==> src/rtl/display_scanner_pkg.sv <==
`default_nettype none
// ============================================================================
// Module   : display_scanner_pkg
// Brief    : Shared types, widths and blanking helper for the 7-segment scanner.
// Revision : 1.0
// ============================================================================
package display_scanner_pkg;

    localparam int NIBBLE_W   = 4;
    localparam int MAX_DIGITS = 8;

    typedef enum logic [0:0] {
        SHOW  = 1'b0,
        GUARD = 1'b1
    } scan_state_t;

    // Callers zero-extend their value to MAX_DIGITS nibbles; the unused upper
    // nibbles are zero, so the leading-zero scan yields the same mask.
    function automatic logic [MAX_DIGITS-1:0] lz_mask(
        input logic [MAX_DIGITS*NIBBLE_W-1:0] value,
        input logic                           lz
    );
        logic all_zero;
        lz_mask  = '0;
        all_zero = 1'b1;
        for (int i = MAX_DIGITS - 1; i >= 1; i--) begin
            all_zero   = all_zero && (value[i*NIBBLE_W +: NIBBLE_W] == '0);
            lz_mask[i] = lz && all_zero;
        end
    endfunction

endpackage
`default_nettype wire

==> src/rtl/display_scanner_scan_timer.sv <==
`default_nettype none
// ============================================================================
// Module   : scan_timer
// Brief    : Show-interval prescaler and guard-interval counter for the scanner.
// Revision : 1.0
// ============================================================================
module scan_timer #(
    parameter int REFRESH_DIV = 50000,
    parameter int BLANK_GUARD = 2
) (
    input  logic clk,
    input  logic rst,
    input  logic i_show,
    output logic o_show_end,
    output logic o_guard_end
);

    localparam int c_PW = (REFRESH_DIV > 1) ? $clog2(REFRESH_DIV) : 1;
    localparam int c_GW = (BLANK_GUARD > 1) ? $clog2(BLANK_GUARD) : 1;
    localparam logic [c_PW-1:0] c_P_END = c_PW'(REFRESH_DIV - 1);
    localparam logic [c_GW-1:0] c_G_END = c_GW'(BLANK_GUARD - 1);

    logic [c_PW-1:0] r_pcnt;
    logic [c_GW-1:0] r_gcnt;

    assign o_show_end  = i_show && (r_pcnt == c_P_END);
    assign o_guard_end = !i_show && (r_gcnt == c_G_END);

    // Each counter idles at zero outside its own phase and restarts at its terminal count.
    always_ff @(posedge clk) begin
        if (rst) begin
            r_pcnt <= '0;
            r_gcnt <= '0;
        end else begin
            if (i_show && !o_show_end) begin
                r_pcnt <= r_pcnt + 1'b1;
            end else begin
                r_pcnt <= '0;
            end
            if (!i_show && !o_guard_end) begin
                r_gcnt <= r_gcnt + 1'b1;
            end else begin
                r_gcnt <= '0;
            end
        end
    end

endmodule
`default_nettype wire

==> src/rtl/display_scanner.sv <==
`default_nettype none
// ============================================================================
// Module   : display_scanner
// Brief    : Tear-free multiplexed hex scanner for a common-anode 7-segment bank.
// Revision : 1.0
// ============================================================================
module display_scanner
    import display_scanner_pkg::*;
#(
    parameter int NUM_DIGITS  = 4,
    parameter int REFRESH_DIV = 50000,
    parameter int BLANK_GUARD = 2
) (
    input  logic                          clk,
    input  logic                          rst,
    input  logic [4*NUM_DIGITS-1:0]       value,
    input  logic                          load,
    input  logic                          lz_suppress,
    output logic [3:0]                    nibble,
    output logic [NUM_DIGITS-1:0]         anode_n,
    output logic [$clog2(NUM_DIGITS)-1:0] digit_idx,
    output logic                          frame_done,
    output logic                          pending
);

    localparam int c_IW = $clog2(NUM_DIGITS);
    localparam int c_VW = NIBBLE_W * NUM_DIGITS;
    localparam int c_XW = $clog2(MAX_DIGITS);
    localparam int c_EW = MAX_DIGITS * NIBBLE_W;
    localparam logic [c_IW-1:0] c_LAST = c_IW'(NUM_DIGITS - 1);

    scan_state_t           r_state, w_state_nx;
    logic [c_VW-1:0]       r_active, w_active_nx, r_pend_val;
    logic                  r_active_lz, w_active_lz_nx, r_pend_lz;
    logic                  r_pending, w_pending_nx;
    logic [c_IW-1:0]       r_idx, w_idx_nx;
    logic [NUM_DIGITS-1:0] r_anode_n, w_anode_nx;
    logic [NIBBLE_W-1:0]   r_nibble, w_nibble_nx;
    logic                  r_frame_done, w_frame_nx;
    logic                  w_wrap;
    logic                  w_show_end, w_guard_end;
    logic [MAX_DIGITS-1:0] w_blank;

    scan_timer #(
        .REFRESH_DIV (REFRESH_DIV),
        .BLANK_GUARD (BLANK_GUARD)
    ) u_scan_timer (
        .clk         (clk),
        .rst         (rst),
        .i_show      (r_state == SHOW),
        .o_show_end  (w_show_end),
        .o_guard_end (w_guard_end)
    );

    assign w_blank = lz_mask(c_EW'(r_active), r_active_lz);

    always_comb begin
        w_state_nx     = r_state;
        w_idx_nx       = r_idx;
        w_anode_nx     = r_anode_n;
        w_frame_nx     = 1'b0;
        w_wrap         = 1'b0;
        w_active_nx    = r_active;
        w_active_lz_nx = r_active_lz;
        w_nibble_nx    = '0;

        case (r_state)
            GUARD: begin
                if (w_guard_end) begin
                    w_state_nx = SHOW;
                    w_anode_nx = '1;
                    if (!w_blank[c_XW'(r_idx)]) begin
                        w_anode_nx[r_idx] = 1'b0;
                    end
                end
            end
            SHOW: begin
                if (w_show_end) begin
                    w_state_nx = GUARD;
                    w_anode_nx = '1;
                    if (r_idx == c_LAST) begin
                        w_idx_nx   = '0;
                        w_wrap     = 1'b1;
                        w_frame_nx = 1'b1;
                    end else begin
                        w_idx_nx = r_idx + 1'b1;
                    end
                end
            end
            default: begin
                w_state_nx = GUARD;
                w_anode_nx = '1;
            end
        endcase

        // Transfer uses the pending contents as they stood before this edge's load.
        if (w_wrap && r_pending) begin
            w_active_nx    = r_pend_val;
            w_active_lz_nx = r_pend_lz;
        end
        w_pending_nx = load ? 1'b1 : (w_wrap ? 1'b0 : r_pending);

        // Nibble leads the anode so the decoder has settled before the digit lights.
        for (int d = 0; d < NUM_DIGITS; d++) begin
            if (w_idx_nx == c_IW'(d)) begin
                w_nibble_nx = w_active_nx[d*NIBBLE_W +: NIBBLE_W];
            end
        end
    end

    always_ff @(posedge clk) begin
        if (rst) begin
            r_state      <= GUARD;
            r_idx        <= '0;
            r_anode_n    <= '1;
            r_nibble     <= '0;
            r_frame_done <= 1'b0;
            r_active     <= '0;
            r_active_lz  <= 1'b0;
            r_pend_val   <= '0;
            r_pend_lz    <= 1'b0;
            r_pending    <= 1'b0;
        end else begin
            r_state      <= w_state_nx;
            r_idx        <= w_idx_nx;
            r_anode_n    <= w_anode_nx;
            r_nibble     <= w_nibble_nx;
            r_frame_done <= w_frame_nx;
            r_active     <= w_active_nx;
            r_active_lz  <= w_active_lz_nx;
            r_pending    <= w_pending_nx;
            if (load) begin
                r_pend_val <= value;
                r_pend_lz  <= lz_suppress;
            end
        end
    end

    assign nibble     = r_nibble;
    assign anode_n    = r_anode_n;
    assign digit_idx  = r_idx;
    assign frame_done = r_frame_done;
    assign pending    = r_pending;

endmodule
`default_nettype wire

==> config.mk <==
export PLATFORM = sky130hd
export DESIGN_NAME = display_scanner
export DESIGN_NICKNAME = d
export VERILOG_FILES = /design/src/rtl/display_scanner_pkg.sv /design/src/rtl/display_scanner_scan_timer.sv /design/src/rtl/display_scanner.sv
export SDC_FILE = /design/constraint.sdc
export NUM_CORES = 1
export LEC_CHECK = 0
export ABC_AREA = 1
export CORE_MARGIN = 5
export CORE_UTILIZATION = 25
export DETAILED_ROUTE_END_ITERATION = 10
export PLACE_DENSITY = 0.5
export RECOVER_POWER = 100
export SLEW_MARGIN = 20
export SYNTH_ARGS = -nofsm -noshare
export SYNTH_HDL_FRONTEND = slang
export SYNTH_HIERARCHICAL = 1
export SYNTH_SLANG_ARGS = --single-unit
==> constraint.sdc <==
create_clock -name clk -period 4.4 [get_ports clk]
set_input_delay 0.66 -clock clk [delete_from_list [all_inputs] [get_ports clk]]
set_output_delay 0.66 -clock clk [all_outputs]
set_load 0.05 [all_outputs]
==> flow_summary.toml, run 1 <==
[pwr]
powerDensity_nw_per_um2 = 386.0
power.static_leakage_nw = 1.573
irDropWorstVdd_mv = 0.1347

[logic_synthesis]
synth-seq-cells = 64
synth_nets = 455
synth_top_area_share_pct = 43.17
avgSynthCellArea_sq_um = 6.902
synthFlopType = "dfxtp_1"
yosys_warnings = 6
synthesis.instances = 430
ys_seq_area_share_pct = 43.17
synth-edff-count = 0
synth_common_cells = "nand2_1, nor2_1, dfxtp_1, inv_1, nand3_1"
synthTopCellsByArea = "dfxtp_1, nand2_1, nor2_1"
synth.distinct_cells = 25
synth_most_common_cell = "nand2_1"
yosys.area.top_type = "dfxtp_1"
async_flop_share_pct = 0
netlist_area_sq_um = 2968

[sta]
clock_skew_ps = 8.764
slew_violations = 0
layout_setup_ws_ps = 1276
hold_violations = 0
setup_viol = 0
max_freq_mhz = 320.1
slew_headroom_pct = 26.98
rsz0062_at_grt = "false"
period_share_pct = 71.00
period_minus_slack_ps = 3124
worst_pin_slew_ps = 1095
tns_ps = 0

[finish]
fillers = 1284
diodes = 0
multi_input_area_sq_um = 1360
layout.nets = 486
synthToLayoutAreaGrowth_pct = 22.60
drive_gt1_share_pct = 5.794
regArea_sq_um = 1281

[setup_path]
arrival_ps = 3310
r2r_slack_ps = 1340
endpoint_kind = "flip-flop"
start_kind = "primary input"
cp-startpoint = "rst"
critPathMaxFanout = 27
path_class = "primary input to flip-flop"
cp.required_ps = 4590
rr_startpoint = "u_scan_timer/r_pcnt[0]$_SDFF_PP0_"

[global_routing]
grt_max_degree = 28
grt_pass1_vias = 2406
gr-total-overflow = 0
grt_pass1_wl_um = 11390
grt_usage_pct = 10.00
antenna_found_initial = 0

[cts]
cts_buffers = 9
clock_latency_ps = 330
cts_resized = 0
clk_pin_slew_worst_paths_ps = 60
root_buffer = "clkbuf_16"
hold_buffers = 0
clock_sink_count = 64
htreeDepth = 3
cts_tree = "yes"
postCtsSetupBuffers = 0
clk_path_buf_depth = 2

[run_status]
status = "completed"

[floorplan]
num_rows = 39
initial_core_util_pct = 25.77
core_sq_um = 11520
dieWidth_um = 119.0
die_h_um = 119.0
io_pins = 32
die_area_sq_um = 14150

[routing]
post-route-drc-count = 0
wl_per_cell_um = 10.98
viasPerCell = 4.232
detail_route.wirelength_um = 6688
num_vias = 2577
drtIter0Drc = 111
drtPass1Iterations = 4
ant_nets = 0

[flow_run]
cap_violations = 0

[place]
pre_cts_ws_ps = 1798
port_buffers = 31
place_congestion = 0.7714
hpwl_um = 4794

[min_path]
min_path_type = "flip-flop to flip-flop"
worstHoldStart = "u_scan_timer/r_gcnt$_SDFF_PP0_"
## cell type report
class                   instances  area share [%]
well taps                     143           4.917
clock buffers                   9           6.190
repair buffers                 32           8.631
flip-flops and latches         64           35.21
inverters                      55           5.674
multi-input cells             299           37.38
clock inverters                 7           1.994
## power breakdown
| group | internal [mW] | switching [mW] |
|---|---|---|
| Sequential | 0.599 | 0.0134 |
| Combinational | 0.0353 | 0.0569 |
| Clock | 0.437 | 0.262 |
## worst max-delay path, cell delays in order
cell and delay [ps]:
dlygate4sd3_1 520, clkbuf_1 810, clkinv_1 940, o21ai_0 310
a21oi_1 60
## through the flow
| step | hold slack, ps | std cells | instance area [sq um] | util, % | power (mW) |
|---|---|---|---|---|---|
| detailed placement | 415.6 | 593 | 3390 | 29.43 | 0.7216 |
| global route | 444.9 | 609 | 3638 | 31.60 | 1.470 |
| global placement | 410.4 | 593 | 3390 | 29.43 | 0.7210 |
| CTS | 423.4 | 609 | 3687 | 32.02 | 1.437 |
| floorplan | 396.4 | 430 | 2968 | - | 0.6818 |
| finish | 417.4 | 609 | 3638 | 31.60 | 1.404 |
## cell families (layout without fill, tap and decap cells)
| family | Yosys count | after routing | synth area share, % |
|---|---|---|---|
| compound gates | 42 | 42 | 7.462 |
| xor+xnor | 6 | 6 | 1.771 |
| buf+inv | 67 | 103 | 9.486 |
| fa+ha+maj | 5 | 5 | 2.108 |
| simple gates | 246 | 246 | 36.00 |
| flops | 64 | 64 | 43.17 |
## final timing paths
kind         depth (start not counted)                              to
max                                  5     r_pend_val[11]$_SDFFE_PP0P_
min                                  1  u_scan_timer/r_gcnt$_SDFF_PP0_
max reg2reg                         12            nibble[2]$_SDFF_PP0_
min reg2reg                          1  u_scan_timer/r_gcnt$_SDFF_PP0_
## cell usage in the layout, fill, tap and decap left out
cell type / n
dlygate4sd3_1: 13
inv_2: 2
clkbuf_1: 1
nor2_1: 83
ha_1: 5
clkbuf_16: 9
o2111ai_1: 1
bufinv_16: 1
xor2_1: 3
nand3_1: 30
nor2_4: 2
clkinv_4: 2
o211ai_1: 1
o21bai_1: 2
inv_1: 51
nand3_2: 1
dfxtp_1: 64
o21ai_0: 23
clkinv_2: 2
clkinvlp_4: 2
nand2_1: 116
clkdlybuf4s50_1: 18
nand2_4: 2
xnor2_1: 3
nand2_2: 3
nor2_2: 1
a21oi_1: 14
nand4_1: 5
nor3_1: 3
clkinv_1: 2
o21ai_1: 1
## sequential cells by signal (all words and copies together), names as in the netlist
name / cells
r_active: 16
r_pend_val: 16
u_scan_timer/r_pcnt: 16
anode_n: 4
nibble: 4
digit_idx: 2
frame_done: 1
pending: 1
r_active_lz: 1
r_pend_lz: 1
r_state: 1
u_scan_timer/r_gcnt: 1
## routing by layer
layer	GRT usage, %	vias to the layer above	part of all wire (%)	routed length [um]
li1	-	1391	-	-
met1	13.80	1122	54	3579
met2	13.85	57	40	2654
met3	3.175	7	5.3	355
met4	5.214	0	1.5	97
met5	0	-	0	0
Note: power is estimated with default switching activity, not from simulation.
==> run 2, diff against run 1 <==
==> constraint.sdc (replaced) <==
create_clock -name clk -period 2.95 [get_ports clk]
set_input_delay 0.4425 -clock clk [delete_from_list [all_inputs] [get_ports clk]]
set_output_delay 0.4425 -clock clk [all_outputs]
set_load 0.05 [all_outputs]
==> flow_summary.toml, run 2 (synthesis gave the netlist of run 1 again) <==
[pwr]
irDropWorstVdd_mv = 0.2409
power.static_leakage_nw = 1.559
powerDensity_nw_per_um2 = 557.4

[routing]
ant_nets = 0
viasPerCell = 4.177
drtIter0Drc = 103
post-route-drc-count = 0
detail_route.wirelength_um = 6683
num_vias = 2552
wl_per_cell_um = 10.94
drtPass1Iterations = 4

[sta]
slew_violations = 0
tns_ps = 0
slew_headroom_pct = 54.58
max_freq_mhz = 416.1
period_minus_slack_ps = 2403
setup_viol = 0
period_share_pct = 81.46
hold_violations = 0
worst_pin_slew_ps = 677.1
clock_skew_ps = 5.315
rsz0062_at_grt = "false"

[finish]
mostFrequentLayoutCell = "nand2_1"
drive_gt1_share_pct = 6.197
synthToLayoutAreaGrowth_pct = 22.26
layout.cells.non_filler = 611
reg_top3 = "r_active: 16 flops, r_pend_val: 16 flops, u_scan_timer/r_pcnt: 16 flops"
fillers = 1277
layout_common_cells = "nand2_1, nor2_1, dfxtp_1"
diodes = 0
layout.nets = 488

[cts]
postCtsSetupBuffers = 0
clock_latency_ps = 330
cts_resized = 0
htreeDepth = 3
root_buffer = "clkbuf_16"
cts_tree = "yes"
hold_buffers = 0
cts_buffers = 9
clock_sink_count = 64
clk_pin_slew_worst_paths_ps = 60
clk_path_buf_depth = 2

[place]
hpwl_um = 4824
place_congestion = 0.7244
port_buffers = 31
dp.cells = 595

[global_routing]
grt_max_degree = 28
grt_usage_pct = 10.09
gr-total-overflow = 0
grt_pass1_wl_um = 11590
grt_pass1_vias = 2472
antenna_found_initial = 0

[floorplan]
num_rows = 39
core_sq_um = 11520
die_area_sq_um = 14150
die_h_um = 119.0
dieWidth_um = 119.0
initial_core_util_pct = 25.77
io_pins = 32

[setup_path]
critPathMaxFanout = 6
slowest_stage = "dfxtp_1"
cp_slowest_stage_delay_ps = 370
start_kind = "flip-flop"
cp_common_cell = "nand2_1"
path_cells = "ha_1 -> nand3_1 -> nor2_1 -> nand3_2 -> nor2_1 -> clkbuf_1 -> nand2_1 -> nand2_1 -> nand2_1 -> nand2_1 -> clkinv_1 -> nand2_1 -> nand2_1 -> nor2_1 -> nor2_1"
arrival_ps = 2620
path_class = "flip-flop to flip-flop"
endpoint_kind = "flip-flop"
cp.required_ps = 3170

[flow_run]
cap_violations = 0

[run_status]
status = "completed"

[min_path]
min_path_type = "flip-flop to flip-flop"
==> run 2: worst paths after layout <==
path                                      from                        endpoint  slack [ps]  depth (start not counted)
max          u_scan_timer/r_pcnt[0]$_SDFF_PP0_            nibble[3]$_SDFF_PP0_         550                         15
min             u_scan_timer/r_gcnt$_SDFF_PP0_  u_scan_timer/r_gcnt$_SDFF_PP0_         420                          1
max reg2reg  u_scan_timer/r_pcnt[0]$_SDFF_PP0_            nibble[3]$_SDFF_PP0_         550                         15
min reg2reg     u_scan_timer/r_gcnt$_SDFF_PP0_  u_scan_timer/r_gcnt$_SDFF_PP0_         420                          1
==> run 2: worst max-delay path: cells and delay by family, from the launching register on <==
kind          cells  cell delay [ps]
flops             1              370
buf+inv           2              320
simple gates     12             1360
fa+ha+maj         1              220
==> run 2: where the power goes <==
part	internal (mW)	switching, mW
clock	0.567	0.402
combinational	0.0543	0.0886
sequential	0.893	0.0174
total	1.51	0.508
==> run 2: final cells by class <==
type / instances / area [sq um] / share of cell area [%]
sequential: 64 / 1281 / 35.31
clock buffer: 9 / 225.2 / 6.207
inverter: 55 / 206.4 / 5.690
timing repair buffer: 34 / 329.1 / 9.069
tap: 143 / 178.9 / 4.931
clock inverter: 7 / 47.55 / 1.310
multi-input combinational: 299 / 1360 / 37.48
==> run 2: metrics by stage <==
step                total power, mW  hold WS, ps  instance area [sq um]  setup WS [ps]  utilization, %
floorplan                     1.017        396.4                   2968          807.6               -
global placement              1.078        410.6                   3405          634.3           29.56
detailed placement            1.078        412.1                   3405          597.3           29.56
CTS                           2.061        420.3                   3677          573.8           31.93
global route                  2.119        433.8                   3628          277.5           31.51
finish                        2.023        423.3                   3628          546.9           31.51
==> run 2: metal layers <==
metal	part of all wire (%)	up-vias	track usage (%)	wire length (um)
li1	-	1389	-	-
met1	55	1109	14.12	3690
met2	39	46	14.28	2602
met3	4.4	8	3.033	294
met4	1.4	0	4.417	95
met5	0	-	0	0
==> run 3, diff against run 2 <==
==> constraint.sdc (replaced) <==
create_clock -name clk -period 2.5 [get_ports clk]
set_input_delay 0.375 -clock clk [delete_from_list [all_inputs] [get_ports clk]]
set_output_delay 0.375 -clock clk [all_outputs]
set_load 0.05 [all_outputs]
==> flow_summary.toml, run 3 (synthesis gave the netlist of run 1 again) <==
[run_status]
status = "completed"

[cts]
clock_latency_ps = 330
cts_resized = 0
postCtsSetupBuffers = 0
cts_tree = "yes"
clk_pin_slew_worst_paths_ps = 60
htreeDepth = 3
cts_buffers = 9
root_buffer = "clkbuf_16"
clock_sink_count = 64
clk_path_buf_depth = 2
hold_buffers = 0

[place]
dpl_cell_area_sq_um = 3427
port_buffers = 31
hpwl_um = 4886
place_congestion = 0.8366
dp.cells = 598

[sta]
slew_violations = 0
period_share_pct = 85.45
tns_ps = 0
worst_pin_slew_ps = 602.3
rsz0062_at_grt = "false"
period_minus_slack_ps = 2136
whs_ps = 421.8
setup_viol = 0
hold_violations = 0
slew_headroom_pct = 59.80
max_freq_mhz = 468.1
clock_skew_ps = 7.530

[pwr]
power_mw = 2.490
netSwitchingPower_mw = 0.5998
seq_power_share_pct = 43.1
pwr-share-comb_pct = 6.9
powerDensity_nw_per_um2 = 671.2
power.static_leakage_nw = 1.604
irDropWorstVdd_mv = 0.3092
clkPwrFrac_pct = 50.0
internal-power_mw = 1.890
p_sw_share_pct = 24.09

[setup_path]
critPathMaxFanout = 6
rr_startpoint = "u_scan_timer/r_pcnt[0]$_SDFF_PP0_"
worst-path-buf-inv = 2
cp-endpoint = "nibble[3]$_SDFF_PP0_"
cp_top_family = "simple AND/OR/NAND/NOR gates"
start_kind = "flip-flop"
arrival_ps = 2360
path_class = "flip-flop to flip-flop"
endpoint_kind = "flip-flop"
r2r_slack_ps = 360
cp_common_cell = "nand2_1"
r2r_end = "nibble[3]$_SDFF_PP0_"
cp-startpoint = "u_scan_timer/r_pcnt[0]$_SDFF_PP0_"
cp.required_ps = 2730
cp.depth = 15
reg2reg_depth = 15
slowest_stage = "dfxtp_1"
cp_slowest_stage_delay_ps = 370
path_cells = "ha_1 -> nand3_1 -> nor2_1 -> nand3_2 -> nor2_1 -> buf_4 -> nand2_4 -> nand2_1 -> nand2_1 -> nand2_1 -> clkinv_1 -> nand2_1 -> nand2_1 -> nor2_1 -> nor2_1"

[flow_run]
cap_violations = 0

[floorplan]
core_sq_um = 11520
io_pins = 32
die_area_sq_um = 14150
initial_core_util_pct = 25.77
die_h_um = 119.0
num_rows = 39
dieWidth_um = 119.0

[global_routing]
grt_max_degree = 28
grt_pass1_wl_um = 11670
antenna_found_initial = 0
grt_pass1_vias = 2525
gr-total-overflow = 0
grt_usage_pct = 10.14

[finish]
reg_top3 = "r_active: 16 flops, r_pend_val: 16 flops, u_scan_timer/r_pcnt: 16 flops"
synthToLayoutAreaGrowth_pct = 25.00
final_cell_area_sq_um = 3710
layout.cells.non_filler = 614
diodes = 0
layout_common_cells = "nand2_1, nor2_1, dfxtp_1"
mostFrequentLayoutCell = "nand2_1"
layout.nets = 491
drive_gt1_share_pct = 8.493

[routing]
drtPass1Iterations = 4
ant_nets = 0
num_vias = 2626
post-route-drc-count = 0
drtIter0Drc = 105
viasPerCell = 4.277
wl_per_cell_um = 10.87
detail_route.wirelength_um = 6672

[min_path]
holdPathStages = 1
min_path_type = "flip-flop to flip-flop"
## run 3: cell types whose count changed in the layout (fill, tap and decap cells not counted), moves of 2 or more
| cell | change |
|---|---|
| buf_4 | +4 |
| nand2_2 | +6 |
| nand2_1 | -8 |
| nand2_4 | +2 |
## run 3: per-stage QoR
stage	util (%)	setup WS (ps)
6_report	32.21	363.6
3_3_place_gp	29.76	415.3
2_1_floorplan	-	357.6
3_5_place_dp	29.76	370.7
5_1_grt	32.21	62.70
4_1_cts	32.34	360.7
## run 3: power by group through the flow
stage	sequential (mW)	clock [mW]	combinational (mW)
final	1.07	1.25	0.172
after global routing	1.08	1.34	0.193
after floorplan	1.12	0	0.0778
after CTS	1.07	1.28	0.178
after detailed placement	1.10	0	0.177
after global placement	1.10	0	0.177
## run 3: layout make-up
class	count	area [sq um]
clock buffer	9	225.2
clock inverter	7	72.57
fill	1254	7806
inverter	55	206.4
multi-input combinational	299	1390
sequential	64	1281
tap	143	178.9
timing repair buffer	37	355.3
## run 3: worst min-delay path by stage
stage                                              start                             end
after CTS                 u_scan_timer/r_gcnt$_SDFF_PP0_  u_scan_timer/r_gcnt$_SDFF_PP0_
final                     u_scan_timer/r_gcnt$_SDFF_PP0_  u_scan_timer/r_gcnt$_SDFF_PP0_
after global placement    u_scan_timer/r_gcnt$_SDFF_PP0_  u_scan_timer/r_gcnt$_SDFF_PP0_
after global routing      u_scan_timer/r_gcnt$_SDFF_PP0_  u_scan_timer/r_gcnt$_SDFF_PP0_
after floorplan           u_scan_timer/r_gcnt$_SDFF_PP0_  u_scan_timer/r_gcnt$_SDFF_PP0_
after detailed placement  u_scan_timer/r_gcnt$_SDFF_PP0_  u_scan_timer/r_gcnt$_SDFF_PP0_
## run 3: metal layers
layer / vias to the layer above / share of wire [%] / GRT usage, %
met5: - / 0 / 0
met4: 0 / 1.5 / 4.562
met2: 46 / 41 / 14.32
li1: 1401 / - / -
met1: 1169 / 54 / 14.17
met3: 10 / 4.2 / 3.033
